File: src/rtl/vedic8_seq_mul_pkg.sv
// vedic_pkg: shared widths, shift amounts and FSM states for the 8x8 sequential Vedic multiplier.
package vedic_pkg;
    localparam int OP_W   = 8;
    localparam int NIB_W  = 4;
    localparam int PROD_W = 16;
    localparam int PP_W   = 8;
    localparam int SH_LL  = 0;
    localparam int SH_MID = 4;
    localparam int SH_HH  = 8;
    typedef enum logic [2:0] {IDLE, PP_LL, PP_LH, PP_HL, PP_HH, DONE} state_t;
endpackage

File: src/rtl/vedic8_seq_mul_if.sv
// vedic8_seq_mul_if: operand/product valid-ready bus; slave is the multiplier, master the source/consumer side.
interface vedic8_seq_mul_if;
    import vedic_pkg::*;
    logic              in_valid;
    logic              in_ready;
    logic [OP_W-1:0]   a;
    logic [OP_W-1:0]   b;
    logic              out_valid;
    logic              out_ready;
    logic [PROD_W-1:0] p;
    modport slave  (input in_valid, a, b, out_ready, output in_ready, out_valid, p);
    modport master (output in_valid, a, b, out_ready, input in_ready, out_valid, p);
endinterface

File: src/rtl/vedic8_seq_mul_mul4_core.sv
// mul4_core: combinational 4x4 unsigned Vedic multiplier built from four 2x2 Urdhva-Tiryagbhyam blocks.
module mul4_core
    import vedic_pkg::*;
(
    input  logic [NIB_W-1:0] x,
    input  logic [NIB_W-1:0] y,
    output logic [PP_W-1:0]  z
);
    function automatic logic [3:0] vm2(input logic [1:0] u, input logic [1:0] v);
        logic t, w, c, h;
        t = u[1] & v[0];
        w = u[0] & v[1];
        c = t & w;
        h = u[1] & v[1];
        return {h & c, h ^ c, t ^ w, u[0] & v[0]};
    endfunction
    logic [3:0] ll, lh, hl, hh;
    logic [4:0] mid;
    always_comb begin
        ll  = vm2(x[1:0], y[1:0]);
        lh  = vm2(x[1:0], y[3:2]);
        hl  = vm2(x[3:2], y[1:0]);
        hh  = vm2(x[3:2], y[3:2]);
        mid = 5'(lh) + 5'(hl);
        z   = {hh, ll} + (8'(mid) << 2);
    end
endmodule

File: src/rtl/vedic8_seq_mul.sv
// vedic8_seq_mul: 8x8 multiplier sharing one 4x4 Vedic core over four nibble cross-products.
// Optional VEDIC8_ZERO_SKIP_EN sends zero-operand pairs straight to DONE.
module vedic8_seq_mul
    import vedic_pkg::*;
(
    input logic clk,
    input logic rst,
    vedic8_seq_mul_if.slave bus
);
    state_t            state, state_n;
    logic [OP_W-1:0]   a_q, b_q;
    logic [PROD_W-1:0] acc, add;
    logic [NIB_W-1:0]  na, nb;
    logic [PP_W-1:0]   pp;
    logic [3:0]        sh;
    logic              out_valid_q, accept, skip, is_pp;
`ifdef VEDIC8_ZERO_SKIP_EN
    assign skip = (bus.a == '0) || (bus.b == '0);
`else
    assign skip = 1'b0;
`endif
    assign bus.in_ready  = (state == IDLE) && !rst;
    assign bus.out_valid = out_valid_q;
    assign bus.p         = acc;
    assign accept        = bus.in_valid && bus.in_ready;
    mul4_core u_core (.x(na), .y(nb), .z(pp));
    always_comb begin
        is_pp = (state != IDLE) && (state != DONE);
        na    = (state == PP_HL || state == PP_HH) ? a_q[OP_W-1:NIB_W] : a_q[NIB_W-1:0];
        nb    = (state == PP_LH || state == PP_HH) ? b_q[OP_W-1:NIB_W] : b_q[NIB_W-1:0];
        sh    = state == PP_LL ? 4'(SH_LL) : state == PP_HH ? 4'(SH_HH) : 4'(SH_MID);
        add   = PROD_W'(pp) << sh;
        state_n = state;
        case (state)
            IDLE:    if (accept) state_n = skip ? DONE : PP_LL;
            PP_LL:   state_n = PP_LH;
            PP_LH:   state_n = PP_HL;
            PP_HL:   state_n = PP_HH;
            PP_HH:   state_n = DONE;
            DONE:    if (bus.out_ready) state_n = IDLE;
            default: state_n = IDLE;
        endcase
    end
    always_ff @(posedge clk) begin
        if (rst) begin
            state       <= IDLE;
            out_valid_q <= 1'b0;
            acc         <= '0;
            a_q         <= '0;
            b_q         <= '0;
        end else begin
            state       <= state_n;
            out_valid_q <= state_n == DONE;
            if (accept) begin
                a_q <= bus.a;
                b_q <= bus.b;
                acc <= '0;
            end else if (is_pp) begin
                acc <= acc + add;
            end
        end
    end
endmodule

File: src/flat_wrapper.sv
// flat-port wrapper written by rule: the top's interface ports become plain ports
module vedic8_seq_mul_flat import vedic_pkg::*;
  (clk, rst, bus_in_valid, bus_a, bus_b, bus_out_ready, bus_in_ready, bus_out_valid, bus_p);
  vedic8_seq_mul_if bus_i ();
  input logic clk;
  input logic rst;
  input wire logic [$bits(bus_i.in_valid)-1:0] bus_in_valid;
  input wire logic [$bits(bus_i.a)-1:0] bus_a;
  input wire logic [$bits(bus_i.b)-1:0] bus_b;
  input wire logic [$bits(bus_i.out_ready)-1:0] bus_out_ready;
  output wire logic [$bits(bus_i.in_ready)-1:0] bus_in_ready;
  output wire logic [$bits(bus_i.out_valid)-1:0] bus_out_valid;
  output wire logic [$bits(bus_i.p)-1:0] bus_p;
  assign bus_i.in_valid = bus_in_valid;
  assign bus_i.a = bus_a;
  assign bus_i.b = bus_b;
  assign bus_i.out_ready = bus_out_ready;
  assign bus_in_ready = bus_i.in_ready;
  assign bus_out_valid = bus_i.out_valid;
  assign bus_p = bus_i.p;
  vedic8_seq_mul u_core (.clk(clk), .rst(rst), .bus(bus_i));
endmodule
File: config.mk
export PLATFORM = sky130hd
export DESIGN_NAME = vedic8_seq_mul_flat
export DESIGN_NICKNAME = d
export VERILOG_FILES = /design/src/rtl/vedic8_seq_mul_pkg.sv /design/src/rtl/vedic8_seq_mul_if.sv /design/src/rtl/vedic8_seq_mul_mul4_core.sv /design/src/rtl/vedic8_seq_mul.sv /design/src/flat_wrapper.sv
export SDC_FILE = /design/constraint.sdc
export NUM_CORES = 1
export LEC_CHECK = 0
export CAP_MARGIN = 15
export CORE_MARGIN = 4
export CORE_UTILIZATION = 60
export DETAILED_ROUTE_END_ITERATION = 8
export HOLD_SLACK_MARGIN = 0.15
export PLACE_DENSITY = 0.88
export SYNTH_ARGS = -nofsm -noshare
export SYNTH_HDL_FRONTEND = slang
export SYNTH_SLANG_ARGS = --single-unit
File: constraint.sdc
create_clock -name clk -period 12.8 [get_ports clk]
set_input_delay 3.2 -clock clk [delete_from_list [all_inputs] [get_ports clk]]
set_output_delay 3.2 -clock clk [all_outputs]
set_load 0.01 [all_outputs]
# [Yosys cells after proc, flatten, opt, wreduce, memory -nomap -nowiden]
# Index checks and enable logic that the tools add are counted.
[totals] ff_bits=36 output_inout_bits=18 in_bits=20 elab_cells=64
[op_classes] n_reduce_logical=9 n_bitwise=32 shift=1 eq_ne=7 add_sub_neg=3 muxes=7
[ops] cell="AND 1 bit" count=24
[ops] cell="case mux 3 bit (6 select lines)" count=1
[ops] cell="adder 16 bit" count=1
[ops] cell="two-way mux 4 bit" count=4
[ops] cell="left shift 8 x 4 -> 16 bit" count=1
[ops] cell="== test 3 bit, second input constant" count=3
[ops] cell="adder 8 x 7 -> 8 bit" count=1
[ops] cell="bitwise XOR 1 bit" count=8
[ops] cell="== test 3 x 2 -> 1 bit, second input constant" count=2
[ops] cell="two-way mux 3 bit" count=2
[ops] cell="adder 4 x 4 -> 5 bit" count=1
[ops] cell="== test 3 x 1 -> 1 bit, second input constant" count=1
[ops] cell="logical AND 1 bit" count=3
[ops] cell="logical NOT 3 bit" count=1
[ops] cell="!= test 3 bit, second input constant" count=1
[ops] cell="nonzero test 3 bit" count=1
[ops] cell="logical OR 1 bit" count=2
[ops] cell="OR reduction 2 bit" count=1
[ops] cell="logical NOT 1 bit" count=1

# [Longest topological paths before layout]
# Gate-level depths: netlist of the first run.
[logic_depth] depth_word=10 ltp_mapped=26 ltp_nobuf=26

# [By module]
# From an unflattened synthesis of the first run, not the netlist that was laid out.
[unflattened] hier_cells=346 hier_area_um2=2877.8
[modules_own_cells] mod="vedic8_seq_mul" cells_per_inst=288 n_inst=1 seq_area_each_um2=720.7 area_each_um2=2366.0
[modules_own_cells] mod="mul4_core" cells_per_inst=58 n_inst=1 seq_area_each_um2=0.0 area_each_um2=511.7

# [Worst setup path after synthesis of the first run]
# No wires, ideal clock.
[synth_timing] kind="input port to output port" startpoint="input rst" endpoint="output bus_in_ready" path_buffers=1 t_arrival_ns=3.715 path_slack_ns=5.885 required_time_ns=9.600 cell_stages=2 path_cell_list="clkbuf_1 -> nor4_1"
[synth_via] elab_chain_cells=2
[synth_lines] element="start: declaration" line_no="flat_wrapper.sv:6" text="input logic rst;"
[synth_lines] element="logical NOT 1 bit" line_no="vedic8_seq_mul.sv:22" text="assign bus.in_ready = (state == IDLE) && !rst;"
[synth_lines] element="logical AND 1 bit" line_no="vedic8_seq_mul.sv:22"
[synth_lines] element="end: declaration" line_no="flat_wrapper.sv:11" text="output wire logic [$bits(bus_i.in_ready)-1:0] bus_in_ready;"
# Every way passes these cells.

# [Final worst setup path of the first run]
# Same ends and word-level chain as after synthesis.

==> results.txt, run 1 <==
----------------------------------------------------
[Final layout]
  Filler cells ... roughly 340
  Antenna diode instance count ... 0
  Area Growth Syn to Fin ... 17.86%
  Layout Nets ... approximately 440
  Commonest non-fill, non-tap cells in the layout ... sky130_fd_sc_hd__nor2_1, sky130_fd_sc_hd__nand2_1, sky130_fd_sc_hd__clkdlybuf4s50_1
  Share of cells above drive strength 1 ... 0.05759

[STA]
  Worst setup slack after layout ... 4.576 ns
  Slew margin rel. ... 0.3738
  Slew at the pin closest to its max-slew limit ... around 0.94 ns
  Part of the cycle the worst path needs ... 0.6425
  Number of slew-limit violations in the final report ... 0
  Worst clock skew ... between 0.008 and 0.009 ns
  WHS ... about 0.47 ns
  Final Hold Violating Endpoints ... 0
  Max Freq ... between 100 and 150 MHz
  Final critical path time including I/O delays and setup ... 8.224 ns
  Fin Setup TNS ... 0 ns
  Final setup violation count ... 0
  Setup repair after global routing missed its margin ... no

[Outcome]
  Run status ... complete, no violations

[CTS]
  Master cell of the clock root buffer ... sky130_fd_sc_hd__clkbuf_8
  Latest clock arrival within the worst-skew pair ... 0.30 ns
  Clock edge transition at the registers on the reported setup and hold paths ... approximately 0.07 ns
  Hold buffers post-CTS ... 0
  Post CTS Setup Buffer Count ... 0
  Resized Gates After CTS ... 0
  Clock tree buffer depth ... 2
  Level count of the clock H-tree ... 2
  Sink count of the clock tree ... 36
  CTS tree ... done
  Inserted Clock Buffers ... 5

[Critical path]
  Setup slack, reg-to-reg ... roughly 6.4 ns
  CP max FO ... 24
  Worst path arrival time ... between 5 and 6 ns
  CP Capture Type ... output port
  Worst setup path category ... in -> out
  Data required time at the worst endpoint ... ~9.6 ns
  Worst-case reg-to-reg path depth ... 25
  Category of the worst setup path launch point ... input pin

[GRT]
  Antenna violations before repair ... 0
  Via count of the first global-routing pass ... around 2500
  Overall overflow remaining after global route ... 0
  First-pass GRT wire length ... 11230 um
  Pin count of the biggest net entering global routing ... 33
  Total global-route track usage ... 0.2314

[Yosys]
  Synth Instances ... ~350
  Number of enable-type register cells in the synthesized netlist ... 0
  Ys async rst share ... 0
  Predominant post-synthesis flop cell ... sky130_fd_sc_hd__dfxtp_1
  Syn_nets ... between 400 and 500
  Ys Warns ... 0
  Yosys reg bits ... 36
  Sequential area share after synthesis ... 0.2559
  Syn Area/Cell ... roughly 8 um2
  Count of cell types in the netlist ... 55
  Total standard cell area after synthesis ... 2816 um2

[Die]
  Core Box Area ... roughly 4400 um2
  Die Y-Extent ... roughly 77 um
  Site row count ... 24
  Die outline area ... around 5900 um2
  Effective utilization at floorplan ... 0.6337
  Floorplan die width ... between 70 and 80 um
  Number of top-level pins ... 38

[Power]
  P per Cell Area ... about 89 nW/um2
  Peak ir drop on the vdd network ... approximately 77 uV
  Pwr Total ... 0.2942 mW
  Leak pwr ... between 1 and 1.5 nW

[Hold path]
  Type of the tightest min-delay check ... reg -> reg
  Worst hold path depth ... 2

[Routing]
  Post-detailed-route count of antenna-violating nets ... 0
  Starting DRT DRC Count ... ~250
  Total wire length ... approximately 6600 um
  Wire length per cell ... 15.32 um
  TritonRoute pass-1 iters ... 4
  Total number of vias ... 2587
  Residual DRC count ... 0
  Detailed-route vias per instance ... 5.961

[Placed design]
  Pre-CTS setup slack ... between 4 and 5 ns
  Number of I/O port buffers ... 37
  GPL Wtd Cong ... around 0.84
  Post-detailed-placement half-perimeter wirelength ... approximately 4900 um

[Job]
  Total of max-cap violations ... 0

----------------------------------------------------
flip-flops by register name, indices dropped and copies added (netlist names):
signal and count:
u_core.bus.p 16, u_core.a_q 8, u_core.b_q 8, u_core.state 3, u_core.bus.out_valid 1
routing by layer:
metal / global-route usage / vias to the layer above / wire length (um)
met2: 0.4121 / 112 / 3287
met4: 0.08877 / 0 / 173
li1: - / 1305 / -
met1: 0.2699 / 1152 / 2760
met5: 0 / - / 0
met3: 0.04846 / 18 / 427
power breakdown:
part           internal, mW  switching [mW]  total (mW)
clock network        0.0576          0.0440       0.102
logic                0.0273          0.0374      0.0647
registers             0.119         0.00903       0.128
synthesized netlist by cell type, types with 3 or more instances:
master | number | area [um2]
sky130_fd_sc_hd__nand2_1 | 38 | 142.6
sky130_fd_sc_hd__nor2_1 | 38 | 142.6
sky130_fd_sc_hd__dfxtp_1 | 36 | 720.7
sky130_fd_sc_hd__ha_1 | 32 | 400.4
sky130_fd_sc_hd__o21ai_0 | 25 | 125.1
sky130_fd_sc_hd__a21oi_1 | 24 | 120.1
sky130_fd_sc_hd__nand2b_1 | 21 | 131.4
sky130_fd_sc_hd__xor2_1 | 13 | 113.9
sky130_fd_sc_hd__mux2i_1 | 11 | 110.1
sky130_fd_sc_hd__a21o_1 | 10 | 75.07
sky130_fd_sc_hd__o21ai_1 | 10 | 50.05
sky130_fd_sc_hd__clkbuf_1 | 8 | 30.03
sky130_fd_sc_hd__nor3_1 | 7 | 35.03
sky130_fd_sc_hd__inv_1 | 5 | 18.77
sky130_fd_sc_hd__xnor2_1 | 5 | 43.79
sky130_fd_sc_hd__o21a_1 | 4 | 30.03
sky130_fd_sc_hd__o22ai_1 | 4 | 25.02
sky130_fd_sc_hd__a211oi_1 | 3 | 22.52
sky130_fd_sc_hd__a22o_1 | 3 | 26.28
sky130_fd_sc_hd__a31oi_1 | 3 | 18.77
sky130_fd_sc_hd__and3_1 | 3 | 18.77
sky130_fd_sc_hd__buf_2 | 3 | 15.01
sky130_fd_sc_hd__fa_1 | 3 | 60.06
sky130_fd_sc_hd__nor2b_1 | 3 | 18.77
sky130_fd_sc_hd__or3_1 | 3 | 18.77
final timing paths:
check | startpoint | endpoint
max | rst | bus_in_ready
min | u_core.bus.p[11] | u_core.bus.p[11]
max reg2reg | u_core.state[2] | u_core.bus.p[15]
min reg2reg | u_core.bus.p[11] | u_core.bus.p[11]
critical path, cell delays in order:
cell and delay [ns]:
sky130_fd_sc_hd__clkdlybuf4s50_1 0.77, sky130_fd_sc_hd__nor4_1 0.44, sky130_fd_sc_hd__clkdlybuf4s50_1 0.61
stage by stage:
step	util	std cells	cell area [um2]
finish	0.7469	434	3319
global route	0.7469	434	3319
CTS	0.7469	434	3319
detailed placement	0.7218	426	3208
global placement	0.7218	426	3208
floorplan	-	349	2816
cell families after synthesis:
logic type	synth area share
multiplexers	0.03910
AO/OA/AOI/OAI	0.2230
buffers and inverters	0.02665
AND/OR/NAND/NOR	0.2301
XOR/XNOR	0.06175
adder cells (fa/ha/maj)	0.1635
flip-flops	0.2559
layout make-up:
type                            count  area (um2)  share of cell area
Multi-Input combinational cell    295        2026              0.6103
Sequential cell                    36       720.7              0.2171
Timing Repair Buffer               38       377.9              0.1138
Clock buffer                        5       68.82             0.02073
Tap cell                           52       65.06             0.01960
Clock inverter                      3       42.54             0.01282
Inverter                            5       18.77            0.005654
No activity file was read; power rests on OpenSTA's default activity.
==> run 2: changes to the inputs <==
--- a/config.mk
+++ b/config.mk
@@ -7,10 +7,10 @@
 export LEC_CHECK = 0
 export CAP_MARGIN = 15
 export CORE_MARGIN = 4
-export CORE_UTILIZATION = 60
+export CORE_UTILIZATION = 56
 export DETAILED_ROUTE_END_ITERATION = 8
 export HOLD_SLACK_MARGIN = 0.15
-export PLACE_DENSITY = 0.88
+export PLACE_DENSITY = 0.83
 export SYNTH_ARGS = -nofsm -noshare
 export SYNTH_HDL_FRONTEND = slang
 export SYNTH_SLANG_ARGS = --single-unit
==> constraint.sdc (replaced) <==
create_clock -name clk -period 8.2 [get_ports clk]
set_input_delay 2.05 -clock clk [delete_from_list [all_inputs] [get_ports clk]]
set_output_delay 2.05 -clock clk [all_outputs]
set_load 0.01 [all_outputs]
==> results.txt, run 2 (synthesis gave the netlist of run 1 again) <==
----------------------------------------------------
[Outcome]
  Run status ... complete, no violations

[STA]
  Fin Setup TNS ... 0 ns
  Number of slew-limit violations in the final report ... 0
  Part of the cycle the worst path needs ... 0.7454
  Slew margin rel. ... 0.4880
  Final Hold Violating Endpoints ... 0
  WHS ... roughly 0.47 ns
  Worst setup slack after layout ... roughly 2.1 ns
  Setup repair after global routing missed its margin ... no
  Final setup violation count ... 0
  Worst clock skew ... approximately 0.0056 ns
  Final critical path time including I/O delays and setup ... between 6 and 7 ns
  Slew at the pin closest to its max-slew limit ... between 0.7 and 0.8 ns
  Max Freq ... about 160 MHz

[CTS]
  Sink count of the clock tree ... 36
  Level count of the clock H-tree ... 2
  Inserted Clock Buffers ... 5
  Clock tree buffer depth ... 2
  Post CTS Setup Buffer Count ... 0
  Hold buffers post-CTS ... 0
  Latest clock arrival within the worst-skew pair ... 0.30 ns
  CTS tree ... done
  Clock edge transition at the registers on the reported setup and hold paths ... roughly 0.08 ns
  Resized Gates After CTS ... 0
  Master cell of the clock root buffer ... sky130_fd_sc_hd__clkbuf_8

[Final layout]
  Layout Nets ... ~440
  Antenna diode instance count ... 0
  Commonest non-fill, non-tap cells in the layout ... sky130_fd_sc_hd__nor2_1, sky130_fd_sc_hd__nand2_1, sky130_fd_sc_hd__clkdlybuf4s50_1
  Final standard cell area without fillers ... about 3300 um2
  Final cell count without fillers ... 450
  Share of cells above drive strength 1 ... 0.06005
  Final design utilization ... 0.6991
  Largest register FFs ... 16
  Area Growth Syn to Fin ... 18.79%
  Filler cells ... ~370

[Power]
  Peak ir drop on the vdd network ... 103.0 uV
  Pwr Total ... roughly 0.46 mW
  Leak pwr ... around 1.4 nW
  P per Cell Area ... around 140 nW/um2

[Die]
  Effective utilization at floorplan ... 0.5885
  Floorplan die width ... 78.92 um
  Die Y-Extent ... about 80 um
  Core Box Area ... between 4000 and 5000 um2
  Number of top-level pins ... 38
  Site row count ... 25
  Die outline area ... just over 6000 um2

[Critical path]
  CP max FO ... 21
  CP Capture Type ... flip-flop
  Worst path arrival time ... 6.34 ns
  Worst setup path category ... reg -> reg
  Launch point of the worst path ... u_core.state[2]
  Setup slack, reg-to-reg ... around 2.1 ns
  Category of the worst setup path launch point ... flip-flop
  Reg-to-Reg Start ... u_core.state[2]
  Destination of the worst register-to-register timing path ... u_core.bus.p[15]
  Worst-case reg-to-reg path depth ... 25
  Data required time at the worst endpoint ... 8.43 ns

[GRT]
  Pin count of the biggest net entering global routing ... 33
  Total global-route track usage ... 0.2121
  Antenna violations before repair ... 0
  Overall overflow remaining after global route ... 0
  Via count of the first global-routing pass ... between 2000 and 2500
  First-pass GRT wire length ... 10760 um

[Routing]
  Detailed-route vias per instance ... roughly 5.7
  Wire length per cell ... between 10 and 15 um
  Total wire length ... 6247 um
  Starting DRT DRC Count ... 144
  Residual DRC count ... 0
  Total number of vias ... between 2000 and 3000
  TritonRoute pass-1 iters ... 4
  Post-detailed-route count of antenna-violating nets ... 0

[Hold path]
  Worst hold path depth ... 2
  Hold path endpoint ... u_core.bus.p[14]
  Worst Hold Launch ... u_core.bus.p[14]
  Type of the tightest min-delay check ... reg -> reg

[Placed design]
  Post-detailed-placement half-perimeter wirelength ... between 4000 and 5000 um
  Pre-CTS setup slack ... approximately 2.2 ns
  GPL Wtd Cong ... around 0.87
  Cell Area, Placed ... 3234 um2
  Number of I/O port buffers ... 37
  # placed instances ... 442

[Job]
  Total of max-cap violations ... 0

----------------------------------------------------
==> run 2: worst max-delay path, stage by stage, from the launching register on <==
cell                      delay [ns]
sky130_fd_sc_hd__dfxtp_1        0.75
sky130_fd_sc_hd__nor2b_4        0.34
sky130_fd_sc_hd__nand2_2        0.13
sky130_fd_sc_hd__nand2_1        0.23
sky130_fd_sc_hd__mux2i_1        0.39
sky130_fd_sc_hd__nor2_1         0.09
sky130_fd_sc_hd__ha_1           0.19
sky130_fd_sc_hd__ha_1           0.29
sky130_fd_sc_hd__ha_1           0.35
sky130_fd_sc_hd__a21oi_1        0.18
sky130_fd_sc_hd__xnor2_1        0.15
sky130_fd_sc_hd__ha_1           0.29
sky130_fd_sc_hd__o21ai_1        0.09
sky130_fd_sc_hd__nor2_1         0.08
sky130_fd_sc_hd__o21a_1         0.18
sky130_fd_sc_hd__nor2_1         0.11
sky130_fd_sc_hd__xor2_1         0.25
sky130_fd_sc_hd__a21oi_1        0.06
sky130_fd_sc_hd__a31o_2         0.23
sky130_fd_sc_hd__ha_1           0.38
sky130_fd_sc_hd__nand4_1        0.18
sky130_fd_sc_hd__or3_1          0.40
sky130_fd_sc_hd__o21ai_1        0.15
sky130_fd_sc_hd__xor2_1         0.10
sky130_fd_sc_hd__or3_1          0.33
sky130_fd_sc_hd__a21oi_1        0.14
==> run 2: where the power goes <==
| group | internal, mW | total (mW) | switching [mW] |
|---|---|---|---|
| clock | 0.0900 | 0.159 | 0.0687 |
| sequential | 0.185 | 0.199 | 0.0136 |
| combinational | 0.0432 | 0.0996 | 0.0564 |
| total | 0.318 | 0.457 | 0.139 |
==> run 2: how the worst max path moves through the flow <==
stage | end | slack [ns]
global route | u_core.bus.p[15] | 1.58
floorplan | u_core.bus.p[15] | 3.18
global placement | bus_in_ready | 2.33
finish | u_core.bus.p[15] | 2.09
detailed placement | u_core.bus.p[15] | 2.23
CTS | u_core.bus.p[15] | 2.16
==> run 2: layer usage <==
layer	part of all wire	GRT usage	vias to the layer above
met5	0	0	-
met4	0.016	0.07045	0
met3	0.037	0.03741	9
met2	0.48	0.3540	56
met1	0.46	0.2770	1190
li1	-	-	1305
==> run 2: cell type report <==
cell class,instances,area [um2],share of cell area
Clock buffer,5,68.82,0.02057
Clock inverter,3,42.54,0.01272
Inverter,5,18.77,0.005610
Multi-Input combinational cell,295,2026,0.6055
Sequential cell,36,720.7,0.2154
Tap cell,67,83.83,0.02506
Timing Repair Buffer,39,385.4,0.1152
